[src/rtl/sync_fifo_param.sv]
// Parametrised single-clock FWFT FIFO with occupancy count and almost-full/empty thresholds.
// Sticky overflow/underflow flags are built only when FIFO_ERR_FLAGS_EN is defined.
module sync_fifo_param #(
    parameter int WIDTH    = 32,
    parameter int DEPTH    = 16,
    parameter int ADDR_BIT = 4,
    parameter int AF_LEVEL = DEPTH - 2,
    parameter int AE_LEVEL = 2
) (
    input  logic                clk,
    input  logic                reset,
    input  logic [WIDTH-1:0]    input_data,
    input  logic                write,
    input  logic                read,
    output logic [WIDTH-1:0]    output_data,
    output logic                empty,
    output logic                full,
    output logic                almost_empty,
    output logic                almost_full,
    output logic [ADDR_BIT:0]   count,
    input  logic                clr_err,
    output logic                overflow,
    output logic                underflow
);

    localparam logic [ADDR_BIT:0]   C_DEPTH = (ADDR_BIT+1)'(DEPTH);
    localparam logic [ADDR_BIT:0]   C_AF    = (ADDR_BIT+1)'(AF_LEVEL);
    localparam logic [ADDR_BIT:0]   C_AE    = (ADDR_BIT+1)'(AE_LEVEL);
    localparam logic [ADDR_BIT-1:0] C_LAST  = ADDR_BIT'(DEPTH - 1);
    localparam logic [ADDR_BIT-1:0] C_ONE   = ADDR_BIT'(1);

    logic [WIDTH-1:0]    r_mem [DEPTH];
    logic [ADDR_BIT-1:0] r_write_addr;
    logic [ADDR_BIT-1:0] r_read_addr;
    logic [ADDR_BIT:0]   r_count;
    logic                w_rd_ok;
    logic                w_wr_ok;

    assign empty        = (r_count == {(ADDR_BIT+1){1'b0}});
    assign full         = (r_count == C_DEPTH);
    assign almost_empty = (r_count <= C_AE);
    assign almost_full  = (r_count >= C_AF);
    assign count        = r_count;

    // A write on full is allowed when the same edge pops the head slot.
    assign w_rd_ok = read & ~empty;
    assign w_wr_ok = write & (~full | read);

    assign output_data = empty ? {WIDTH{1'b0}} : r_mem[r_read_addr];

    // Storage array, intentionally not reset.
    always_ff @(posedge clk) begin
        if (w_wr_ok) begin
            r_mem[r_write_addr] <= input_data;
        end
    end

    // Pointers and occupancy.
    always_ff @(posedge clk or posedge reset) begin
        if (reset) begin
            r_write_addr <= {ADDR_BIT{1'b0}};
            r_read_addr  <= {ADDR_BIT{1'b0}};
            r_count      <= {(ADDR_BIT+1){1'b0}};
        end else begin
            if (w_wr_ok) begin
                r_write_addr <= (r_write_addr == C_LAST) ? {ADDR_BIT{1'b0}} : r_write_addr + C_ONE;
            end
            if (w_rd_ok) begin
                r_read_addr <= (r_read_addr == C_LAST) ? {ADDR_BIT{1'b0}} : r_read_addr + C_ONE;
            end
            case ({w_wr_ok, w_rd_ok})
                2'b10:   r_count <= r_count + {{ADDR_BIT{1'b0}}, 1'b1};
                2'b01:   r_count <= r_count - {{ADDR_BIT{1'b0}}, 1'b1};
                default: r_count <= r_count;
            endcase
        end
    end

`ifdef FIFO_ERR_FLAGS_EN
    logic r_overflow;
    logic r_underflow;

    // Sticky error flags; a fresh error beats a simultaneous clear.
    always_ff @(posedge clk or posedge reset) begin
        if (reset) begin
            r_overflow  <= 1'b0;
            r_underflow <= 1'b0;
        end else begin
            if (write && !w_wr_ok) begin
                r_overflow <= 1'b1;
            end else if (clr_err) begin
                r_overflow <= 1'b0;
            end
            if (read && !w_rd_ok) begin
                r_underflow <= 1'b1;
            end else if (clr_err) begin
                r_underflow <= 1'b0;
            end
        end
    end

    assign overflow  = r_overflow;
    assign underflow = r_underflow;
`else
    logic w_unused_clr_err;
    assign w_unused_clr_err = clr_err;
    assign overflow         = 1'b0;
    assign underflow        = 1'b0;
`endif

endmodule
[config.mk]
export PLATFORM = sky130hd
export DESIGN_NAME = sync_fifo_param
export DESIGN_NICKNAME = d
export VERILOG_FILES = /design/src/rtl/sync_fifo_param.sv
export SDC_FILE = /design/constraint.sdc
export NUM_CORES = 1
export LEC_CHECK = 0
export CORE_ASPECT_RATIO = 0.8
export CORE_MARGIN = 3
export CORE_UTILIZATION = 65
export DETAILED_ROUTE_END_ITERATION = 10
export HOLD_SLACK_MARGIN = 0.12
export PLACE_DENSITY = 0.84
export SYNTH_ARGS = -nofsm -noshare
export SYNTH_HDL_FRONTEND = slang
export SYNTH_SLANG_ARGS = --single-unit
[constraint.sdc]
create_clock -name clk -period 10.69 [get_ports clk]
set_input_delay 1.069 -clock clk [delete_from_list [all_inputs] [get_ports clk]]
set_output_delay 1.069 -clock clk [all_outputs]
set_load 0.1 [all_outputs]
# Word-level counts from Yosys, hierarchy flattened
# Memories as Yosys holds them, arrays and structs flattened.
# Index checks and enable logic that the tools add are counted.
[classes]
muxes = 6
reduce_logical = 2
addsub = 4
bitwise = 5
eq_ne = 5
n_lt_le_gt_ge = 2
[ops]
columns = ["cell", "n"]
rows = [
  ["$mux W32", 1],
  ["$pmux W5 S2", 1],
  ["$add A4 B1 Y4 const B", 2],
  ["$eq A4 B4 Y1 const B", 2],
  ["$mux W4", 2],
  ["$add A5 B1 Y5 const B", 1],
  ["$eq A5 B5 Y1 const B", 1],
  ["$ge A5 B4 Y1 const B", 1],
  ["$le A5 B2 Y1 const B", 1],
  ["$logic_not A5 Y1", 1],
  ["$sub A5 B1 Y5 const B", 1],
  ["$and A1 B1 Y1", 2],
  ["$eq A2 B1 Y1 const B", 1],
  ["$eq A2 B2 Y1 const B", 1],
  ["$mux W1", 2],
  ["$not A1 Y1", 2],
  ["$reduce_bool A2 Y1", 1],
  ["$or A1 B1 Y1", 1],
]
[totals]
ff_bits = 13
output_inout_bits = 43
wordCells = 28
ramBits = 512
n_memories = 1
input_bits = 37
[memory_table]
columns = ["name", "words", "word_bits", "read_ports", "rd_clocked_by_memory_dff", "wr", "line", "text"]
rows = [
  ["r_mem", 16, 32, 1, 0, 1, "32", "logic [WIDTH-1:0] r_mem [DEPTH];"],
]

# Logic depth before layout (Yosys ltp)
# Gate-level depths: netlist (run 1).
[logic_depth]
depth_word = 6
mapped_depth = 13
depth_no_buf = 11

# Worst setup path after synthesis (run 1)
# OpenSTA, ideal clock, no wires.
[synth_path]
path_type = "flip-flop to output port"
start = "reg r_count[2] (netlist: count[2])"
end = "out almost_empty"
path_buffers = 1
required_ns = 9.621
t_arrival_ns = 5.766
setup_slack_ns = 3.855
path_stages_with_launch = 3
path_cell_list = "dfrtp_1 > buf_2 > a2111oi_0"
[synth_between]
elab_chain_len = 1
[synth_lines]
columns = ["element", "line", "text"]
rows = [
  ["start: declaration", "35", "logic [ADDR_BIT:0] r_count;"],
  ["start signal: assignment", "63", "r_count <= {(ADDR_BIT+1){1'b0}};"],
  ["start signal: assignment", "72", "2'b10: r_count <= r_count + {{ADDR_BIT{1'b0}}, 1'b1};"],
  ["start signal: assignment", "73", "2'b01: r_count <= r_count - {{ADDR_BIT{1'b0}}, 1'b1};"],
  ["$le A5 B2 Y1", "41", "assign almost_empty = (r_count <= C_AE);"],
  ["end: declaration", "18", "output logic almost_empty,"],
]
# No other way between the ends.

# Worst setup path in the final report (run 1)
[layout_path]
start = "reg r_count[2] (netlist: count[2])"
end = "out output_data[3]"
[layout_between]
elab_chain_len = 2
[layout_lines]
columns = ["element", "line", "text"]
rows = [
  ["$logic_not A5 Y1", "39", "assign empty = (r_count == {(ADDR_BIT+1){1'b0}});"],
  ["$mux W32", "49", "assign output_data = empty ? {WIDTH{1'b0}} : r_mem[r_read_addr];"],
  ["end: declaration", "15", "output logic [WIDTH-1:0] output_data,"],
]
# No other way between the ends.

==> flow_metrics.py, run 1 <==
metrics = {
    "grt": {
        "overflow": 0,
        "first_global_vias": 10440,
        "grt_pass1_wl_um": 65360,
        "antenna_found_initial": 1,
        "grt_usage_pct": 27.23,
        "grt_max_degree": 75,
    },
    "clock_tree": {
        "cts_made_buffers": 47,
        "ctsHoldBuffers": 0,
        "clkLatencyLatePin_ns": 0.57,
        "cts_max_level": 2,
        "cts_tree": "yes",
        "ctsResizeCount": 0,
        "cts_root_buf": "clkbuf_16",
        "numClockSinks": 525,
        "clk_pin_slew_ns": 0.06,
        "cts_buffer_depth": 3,
        "cts_setup_buffers": 0,
    },
    "power": {
        "peakVddDrop_mv": 0.3159,
        "internal-power_uw": 4219,
        "power.switching_uw": 2759,
        "combPwrFrac_pct": 39.8,
        "power_density_nw_per_um2": 303.2,
        "leakagePower_uw": 0.007290,
        "p_sw_share_pct": 39.54,
        "clkPwrFrac_pct": 22.5,
        "finalPower_uw": 6978,
        "p_seq_share_pct": 37.7,
    },
    "synthesis": {
        "yosys_warnings": 0,
        "synth-seq-area-share_pct": 76.81,
        "ys_seq_elements": 525,
        "syn_area_um2": 20440,
        "syn-mean-instance-area_um2": 21.79,
        "synth_cell_types": 39,
        "syn_inst": 938,
    },
    "drt": {
        "wl_um": 43790,
        "vias": 9912,
        "drtIter0Drc": 1340,
        "via_per_inst": 6.734,
        "dr.pass1.iters": 5,
        "drtAntennaViolNets": 0,
        "drc": 0,
        "wire_per_inst_um": 29.75,
    },
    "floorplanning": {
        "rows": 57,
        "ioPinCount": 80,
        "dieArea_um2": 33620,
        "design.core.area_um2": 30670,
        "die_w_um": 204.3,
        "die_y_um": 164.6,
        "initial_core_util_pct": 66.65,
    },
    "critical_path": {
        "r2r_setup_slack_ns": 7.07,
        "end_kind": "output pin",
        "critical_path_required_ns": 9.62,
        "worstPathMaxFanout": 68,
        "r2r-start": "count[1]",
        "crit_type": "reg -> out",
        "crit_arrival_ns": 4.74,
        "startpoint_type": "register",
        "crit_start": "count[2]",
    },
    "sta": {
        "slew_headroom_pct": 21.10,
        "slew_violations": 0,
        "finalSetupViolCount": 0,
        "finalCritPeriodShare_pct": 54.32,
        "finClkSkew_ns": 0.01511,
        "setup_tns_ns": 0,
        "layout_min_cycle_time_ns": 5.807,
        "hold_viol": 0,
        "rsz0062_at_grt": "false",
        "fmax_ghz": 0.1722,
        "tightest_slew_ns": 1.184,
    },
    "place": {
        "port_buffers": 76,
        "dp.cells": 1387,
        "dpl.hpwl_um": 20430,
        "place_congestion": 0.7292,
    },
    "run": {
        "maxCapViolCount": 0,
    },
    "layout": {
        "final_cells": 1472,
        "drive_above_1_share_pct": 22.21,
        "area_growth_syn_to_layout_pct": 12.59,
        "fin_nets": 1069,
    },
    "outcome": {
        "outcome": "finished clean",
    },
    "min_path": {
        "hp-class": "reg -> reg",
        "min-delay-start": "r_read_addr[3]",
    },
}
per-layer routing:
metal / share of wire (%) / vias up / global-route usage, %
li1: - / 4095 / -
met1: 38 / 5106 / 37.88
met2: 49 / 592 / 43.57
met4: 3.6 / 0 / 11.03
met3: 9.1 / 119 / 5.714
met5: 0 / - / 0
stage by stage:
step	utilization (%)	setup slack, ns	hold WS [ns]	cell area, µm²
floorplan	-	3.855	0.4669	20440
global placement	70.47	5.496	0.5032	21610
detailed placement	70.47	5.519	0.5252	21610
CTS	75.03	4.883	0.5325	23010
global route	75.04	4.682	0.5880	23010
finish	75.04	4.883	0.5329	23010
sequential cells by signal, indices dropped and copies added (netlist names):
signal,count
count,5
r_read_addr,4
r_mem,512
r_write_addr,4
power groups by stage:
stage	logic (µW)	registers (µW)	clock network (µW)
floorplan	2180	2610	0
global placement	2740	2650	0
detailed placement	2770	2670	0
CTS	2800	2630	1590
global route	2910	2650	1670
finish	2780	2630	1570
layout make-up:
class	count	area [µm²]
clock inverters	23	128.9
well taps	413	516.7
multi-input cells	346	4451
diodes	1	2.502
repair buffers	95	903.4
clock buffers	61	1271
inverters	8	31.28
fillers	1654	7654
flip-flops and latches	525	15710
cell usage in the layout (no fill, tap or decap), types with 5 or more instances in the layout:
| cell type | synthesis | layout |
|---|---|---|
| edfxtp_1 | 512 | 512 |
| mux4_2 | 128 | 128 |
| clkdlybuf4s50_1 | 0 | 76 |
| nand3_1 | 69 | 69 |
| clkbuf_16 | 0 | 49 |
| o211ai_1 | 34 | 34 |
| mux2i_1 | 33 | 33 |
| buf_4 | 4 | 19 |
| clkinv_1 | 0 | 13 |
| clkbuf_1 | 22 | 12 |
| nand2_1 | 10 | 10 |
| dfrtp_1 | 13 | 10 |
| ha_1 | 9 | 9 |
| clkinv_2 | 1 | 8 |
| nor3_2 | 0 | 8 |
| inv_1 | 7 | 7 |
| o21ai_0 | 6 | 6 |
| a21oi_1 | 6 | 6 |
| and2_2 | 0 | 5 |
critical path, cell delays in order, from the launching register on:
cell and delay [ns]:
dfrtp_1 0.54, or4_4 0.22, nand2b_4 0.71, nand2b_2 0.85, o211ai_1 0.61, clkdlybuf4s50_1 1.22
kinds of logic (layout without fill, tap and decap cells):
kind of cell             after synthesis  after routing  synth area share [%]
adder cells (fa/ha/maj)                9              9                0.5509
AO/OA/AOI/OAI                         54             54                 1.892
multiplexers                         164            164                 15.89
flip-flops                           525            525                 76.81
buffers and inverters                 68            187                 1.720
other                                  1              3               0.01835
XOR/XNOR                               7              7                0.3000
AND/OR/NAND/NOR                      110            110                 2.822
worst paths after layout:
path | cells after the start | end
worst max-delay path | 5 | output_data[3]
worst min-delay path | 1 | r_read_addr[3]
worst max register to register | 11 | count[4]
worst min register to register | 1 | r_read_addr[3]
max in group asynchronous | 2 | r_read_addr[0]
min in group asynchronous | 2 | r_write_addr[3]
Yosys cell counts, drive strengths merged:
cell type,count,area (µm²)
nand4b,1,8.760
nor2b,1,6.260
clkbuf,22,82.58
a21o,1,7.510
o31ai,3,22.52
o31a,1,17.52
nand2b,4,35.03
ha,9,112.6
and3,4,25.02
and2,5,31.28
buf,38,237.7
nor3,9,45.04
nand3,69,345.3
dfrtp,13,325.3
and3b,1,8.760
inv,7,26.28
nor3b,1,7.510
conb,1,3.750
nand2,10,37.54
o211ai,34,255.2
mux4,128,2883
xnor2,4,35.03
o211a,1,10.01
a21oi,6,30.03
or4,1,11.26
mux2,3,33.78
edfxtp,512,15370
a2111oi,1,8.760
xor2,3,26.28
mux2i,33,330.3
clkinv,1,5.000
o21ai,7,35.03
nor2,4,15.01
No activity file was read; power rests on OpenSTA's default activity.
==> inputs of run 2 (changes only) <==
CORE_UTILIZATION = 60   (was 65)
PLACE_DENSITY = 0.79   (was 0.84)
clock period = 5.4 ns   (was 10.69 ns; I/O delays follow)
==> flow_metrics.py, run 2 (synthesis gave the netlist of run 1 again) <==
metrics = {
    "grt": {
        "grt_max_degree": 68,
        "grt_pass1_wl_um": 66240,
        "first_global_vias": 10280,
        "grt_usage_pct": 25.42,
        "antenna_found_initial": 1,
        "overflow": 0,
    },
    "critical_path": {
        "cp_slowest_cell": "clkdlybuf4s50_1",
        "ff2ff_path_depth": 12,
        "end_kind": "output pin",
        "r2r-start": "count[1]",
        "r2r-end": "count[4]",
        "cp.buffers_inverters": 1,
        "crit_type": "reg -> out",
        "cpLargestDelayFamily": "simple AND/OR/NAND/NOR gates",
        "worstPathMaxFanout": 32,
        "crit_arrival_ns": 4.07,
        "cp_cell_sequence": "or4_4 -> nand2b_4 -> nand2b_2 -> o211ai_1 -> clkdlybuf4s50_1",
        "r2r_setup_slack_ns": 1.91,
        "crit_path_max_incr_delay_ns": 1.07,
        "critical_path_required_ns": 4.86,
        "startpoint_type": "register",
    },
    "floorplanning": {
        "die_w_um": 212.4,
        "initial_core_util_pct": 61.80,
        "design.core.area_um2": 33070,
        "die_y_um": 171.1,
        "dieArea_um2": 36330,
        "ioPinCount": 80,
        "rows": 59,
    },
    "power": {
        "peakVddDrop_mv": 0.6831,
        "power_density_nw_per_um2": 602.0,
        "leakagePower_uw": 0.007381,
    },
    "layout": {
        "final_cell_mix": "512 x edfxtp_1, 128 x mux4_2, 76 x clkdlybuf4s50_1, 69 x nand3_1, 49 x clkbuf_16",
        "diodes": 0,
        "fin_nets": 1077,
        "largest-register": "r_mem",
        "final_common_cell": "edfxtp_1",
        "area_growth_syn_to_layout_pct": 13.49,
        "drive_above_1_share_pct": 23.39,
        "largest_reg_flops": 512,
    },
    "clock_tree": {
        "numClockSinks": 525,
        "cts_root_buf": "clkbuf_16",
        "cts_buffer_depth": 3,
        "ctsResizeCount": 0,
        "cts_setup_buffers": 0,
        "cts_made_buffers": 48,
        "clk_pin_slew_ns": 0.06,
        "cts_tree": "yes",
        "cts_max_level": 2,
        "ctsHoldBuffers": 0,
        "clkLatencyLatePin_ns": 0.57,
    },
    "place": {
        "place_congestion": 0.7211,
        "dpl.hpwl_um": 22350,
        "port_buffers": 76,
        "place_ws_ns": 1.351,
    },
    "drt": {
        "dr.pass1.iters": 5,
        "wl_um": 44710,
        "vias": 9968,
        "wire_per_inst_um": 29.88,
        "drtIter0Drc": 1278,
        "via_per_inst": 6.663,
        "drtAntennaViolNets": 0,
        "drc": 0,
    },
    "sta": {
        "finalSetupViolCount": 0,
        "hold_viol": 0,
        "finalCritPeriodShare_pct": 85.42,
        "tightest_slew_ns": 1.190,
        "slew_headroom_pct": 20.69,
        "slew_violations": 0,
        "setup_slack_ns": 0.7872,
        "rsz0062_at_grt": "false",
        "fmax_ghz": 0.2168,
        "layout_min_cycle_time_ns": 4.613,
        "setup_tns_ns": 0,
        "finClkSkew_ns": 0.01643,
    },
    "run": {
        "maxCapViolCount": 0,
    },
    "min_path": {
        "hp-class": "in -> async",
    },
    "outcome": {
        "outcome": "finished clean",
    },
}
[run 2: cell types whose count changed in the layout (fill, tap and decap cells not counted), sizes merged]
cell / previous run / this run
diode: 1 / 0
buf: 19 / 26
clkinv: 21 / 30
bufinv: 1 / 2
inv: 7 / 9
clkbuf: 61 / 53
[run 2: power by group]
| group | switching, µW | internal, µW | leakage (µW) |
|---|---|---|---|
| combinational | 3750 | 1840 | 0.00188 |
| clock | 1430 | 1750 | 0.000720 |
| sequential | 334 | 4870 | 0.00478 |
| total | 5510 | 8460 | 0.00738 |
[run 2: cell type report]
class	count	area [µm²]
fillers	1962	9874
clock inverters	35	224.0
inverters	8	31.28
clock buffers	53	1241
repair buffers	102	1006
flip-flops and latches	525	15710
multi-input cells	346	4452
well taps	427	534.3
[run 2: metal layers]
| layer | track usage [%] | wire length, µm |
|---|---|---|
| met5 | 0 | 7 |
| met4 | 8.615 | 1345 |
| met2 | 40.89 | 22390 |
| met1 | 35.47 | 16570 |
| met3 | 5.738 | 4393 |
[run 2: how the worst max path moves through the flow]
stage | startpoint | end | slack, ns | depth (start not counted)
6_report | count[1] | output_data[21] | 0.79 | 5
3_3_place_gp | r_read_addr[2] | output_data[21] | 1.37 | 4
3_5_place_dp | count[1] | output_data[21] | 1.35 | 5
2_1_floorplan | count[2] | almost_empty | 0.45 | 2
4_1_cts | count[1] | output_data[21] | 0.76 | 5
5_1_grt | count[1] | output_data[21] | 0.63 | 5
[run 2: per-stage QoR]
step	util (%)	hold slack, ns	total power [µW]	std cells	area [µm²]
final	70.14	0.3361	13960	1496	23200
after global routing	70.14	0.3566	14470	1496	23200
after CTS	70.14	0.3284	14060	1496	23200
after detailed placement	65.71	0.5253	10860	1408	21730
after global placement	65.71	0.5120	10790	1408	21730
after floorplan	-	0.4170	9480	939	20440
==> inputs of run 3 (changes only) <==
CORE_ASPECT_RATIO = 0.5   (was 0.8)
CORE_UTILIZATION = 63   (was 60)
CTS_BUF_LIST = sky130_fd_sc_hd__clkbuf_8   (was not set)
PLACE_DENSITY = 0.82   (was 0.79)
==> flow_metrics.py, run 3 (synthesis gave the netlist of run 1 again) <==
metrics = {
    "outcome": {
        "outcome": "finished clean",
    },
    "clock_tree": {
        "cts_tree": "yes",
        "cts_made_buffers": 71,
        "cts_buffer_depth": 3,
        "clk_pin_slew_ns": 0.07,
        "numClockSinks": 525,
        "clkLatencyLatePin_ns": 0.64,
        "cts_root_buf": "clkbuf_8",
        "ctsHoldBuffers": 0,
        "cts_setup_buffers": 0,
        "ctsResizeCount": 0,
        "cts_max_level": 3,
    },
    "layout": {
        "drive_above_1_share_pct": 24.14,
        "regArea_um2": 15710,
        "final_common_cell": "edfxtp_1",
        "area_growth_syn_to_layout_pct": 12.89,
        "final_cell_mix": "512 x edfxtp_1, 128 x mux4_2, 76 x clkdlybuf4s50_1, 73 x clkbuf_8, 69 x nand3_1",
        "largest_reg_flops": 512,
        "largest-register": "r_mem",
        "fill_cells": 1586,
        "fin_nets": 1101,
        "multiInputGateArea_um2": 4452,
        "final_cells": 1531,
    },
    "power": {
        "power_density_nw_per_um2": 593.3,
        "peakVddDrop_mv": 0.4415,
        "finalPower_uw": 13690,
        "leakagePower_uw": 0.007398,
    },
    "floorplanning": {
        "die_w_um": 260.7,
        "die_y_um": 133.4,
        "rows": 45,
        "design.core.area_um2": 31140,
        "dieArea_um2": 34770,
        "initial_core_util_pct": 65.65,
        "ioPinCount": 80,
    },
    "grt": {
        "first_global_vias": 10850,
        "grt_pass1_wl_um": 69410,
        "overflow": 0,
        "grt_usage_pct": 27.88,
        "grt_max_degree": 68,
        "antenna_found_initial": 2,
    },
    "drt": {
        "drtAntennaViolNets": 0,
        "dr.pass1.iters": 7,
        "vias": 10370,
        "drc": 0,
        "via_per_inst": 6.773,
        "wl_um": 46160,
        "drtIter0Drc": 1444,
        "wire_per_inst_um": 30.15,
    },
    "place": {
        "dpl.hpwl_um": 23190,
        "place_congestion": 0.7467,
        "dp.cells": 1404,
        "port_buffers": 76,
    },
    "sta": {
        "setup_tns_ns": 0,
        "layout_min_cycle_time_ns": 4.636,
        "slew_headroom_pct": 14.01,
        "hold_viol": 0,
        "tightest_slew_ns": 1.283,
        "finalSetupViolCount": 0,
        "fmax_ghz": 0.2157,
        "rsz0062_at_grt": "false",
        "finalCritPeriodShare_pct": 85.85,
        "finClkSkew_ns": 0.02454,
        "slew_violations": 0,
    },
    "run": {
        "maxCapViolCount": 0,
    },
    "critical_path": {
        "end_kind": "output pin",
        "critical_path_required_ns": 4.86,
        "worstPathMaxFanout": 32,
        "crit_type": "reg -> out",
        "crit_arrival_ns": 4.10,
        "startpoint_type": "register",
    },
    "min_path": {
        "hp-class": "in -> async",
    },
}
run 3: per-layer routing:
metal | vias up | global-route usage (%) | wire length (µm)
met3 | 110 | 6.629 | 4759
met2 | 694 | 43.96 | 22730
met1 | 5395 | 38.82 | 17260
li1 | 4171 | - | -
met4 | 0 | 10.75 | 1415
met5 | - | 0 | 0
run 3: layout make-up:
class | count | area share, %
clock buffer | 73 | 4.354
timing repair buffer | 103 | 4.571
sequential | 525 | 68.08
inverter | 8 | 0.1356
antenna | 2 | 0.02169
multi-input combinational | 346 | 19.29
clock inverter | 51 | 1.253
tap | 423 | 2.294
run 3: metrics by stage:
| stage | util [%] | hold slack [ns] | cell area (µm²) | setup slack [ns] |
|---|---|---|---|---|
| 2_1_floorplan | - | 0.4170 | 20440 | 0.4549 |
| 4_1_cts | 74.06 | 0.2317 | 23060 | 0.7592 |
| 3_3_place_gp | 69.90 | 0.5044 | 21760 | 1.502 |
| 3_5_place_dp | 69.90 | 0.5147 | 21760 | 1.432 |
| 5_1_grt | 74.11 | 0.2804 | 23070 | 0.6420 |
| 6_report | 74.11 | 0.2532 | 23070 | 0.7644 |
run 3: worst max-delay path, stage by stage, from the launching register on:
cell             delay, ns
dfrtp_1               0.50
or4_4                 0.60
nand2b_4              0.17
nand2b_2              0.82
o211ai_1              0.32
clkdlybuf4s50_1       1.05
run 3: power breakdown:
group | internal [µW] | total [µW] | switching [µW]
sequential | 4870 | 5170 | 305
clock | 1400 | 2850 | 1440
combinational | 1830 | 5670 | 3840
total | 8100 | 13700 | 5590
run 3: path summary, 6_finish.rpt:
path	start	to	depth (start not counted)	slack [ns]
setup / recovery	count[1]	output_data[8]	5	0.76
hold / removal	reset	count[1]	2	0.25
setup reg to reg	count[1]	count[4]	12	1.74
hold reg to reg	r_read_addr[3]	r_read_addr[3]	1	0.53
max in group asynchronous	reset	r_read_addr[1]	2	4.74
min in group clk	r_read_addr[3]	r_read_addr[3]	1	0.53
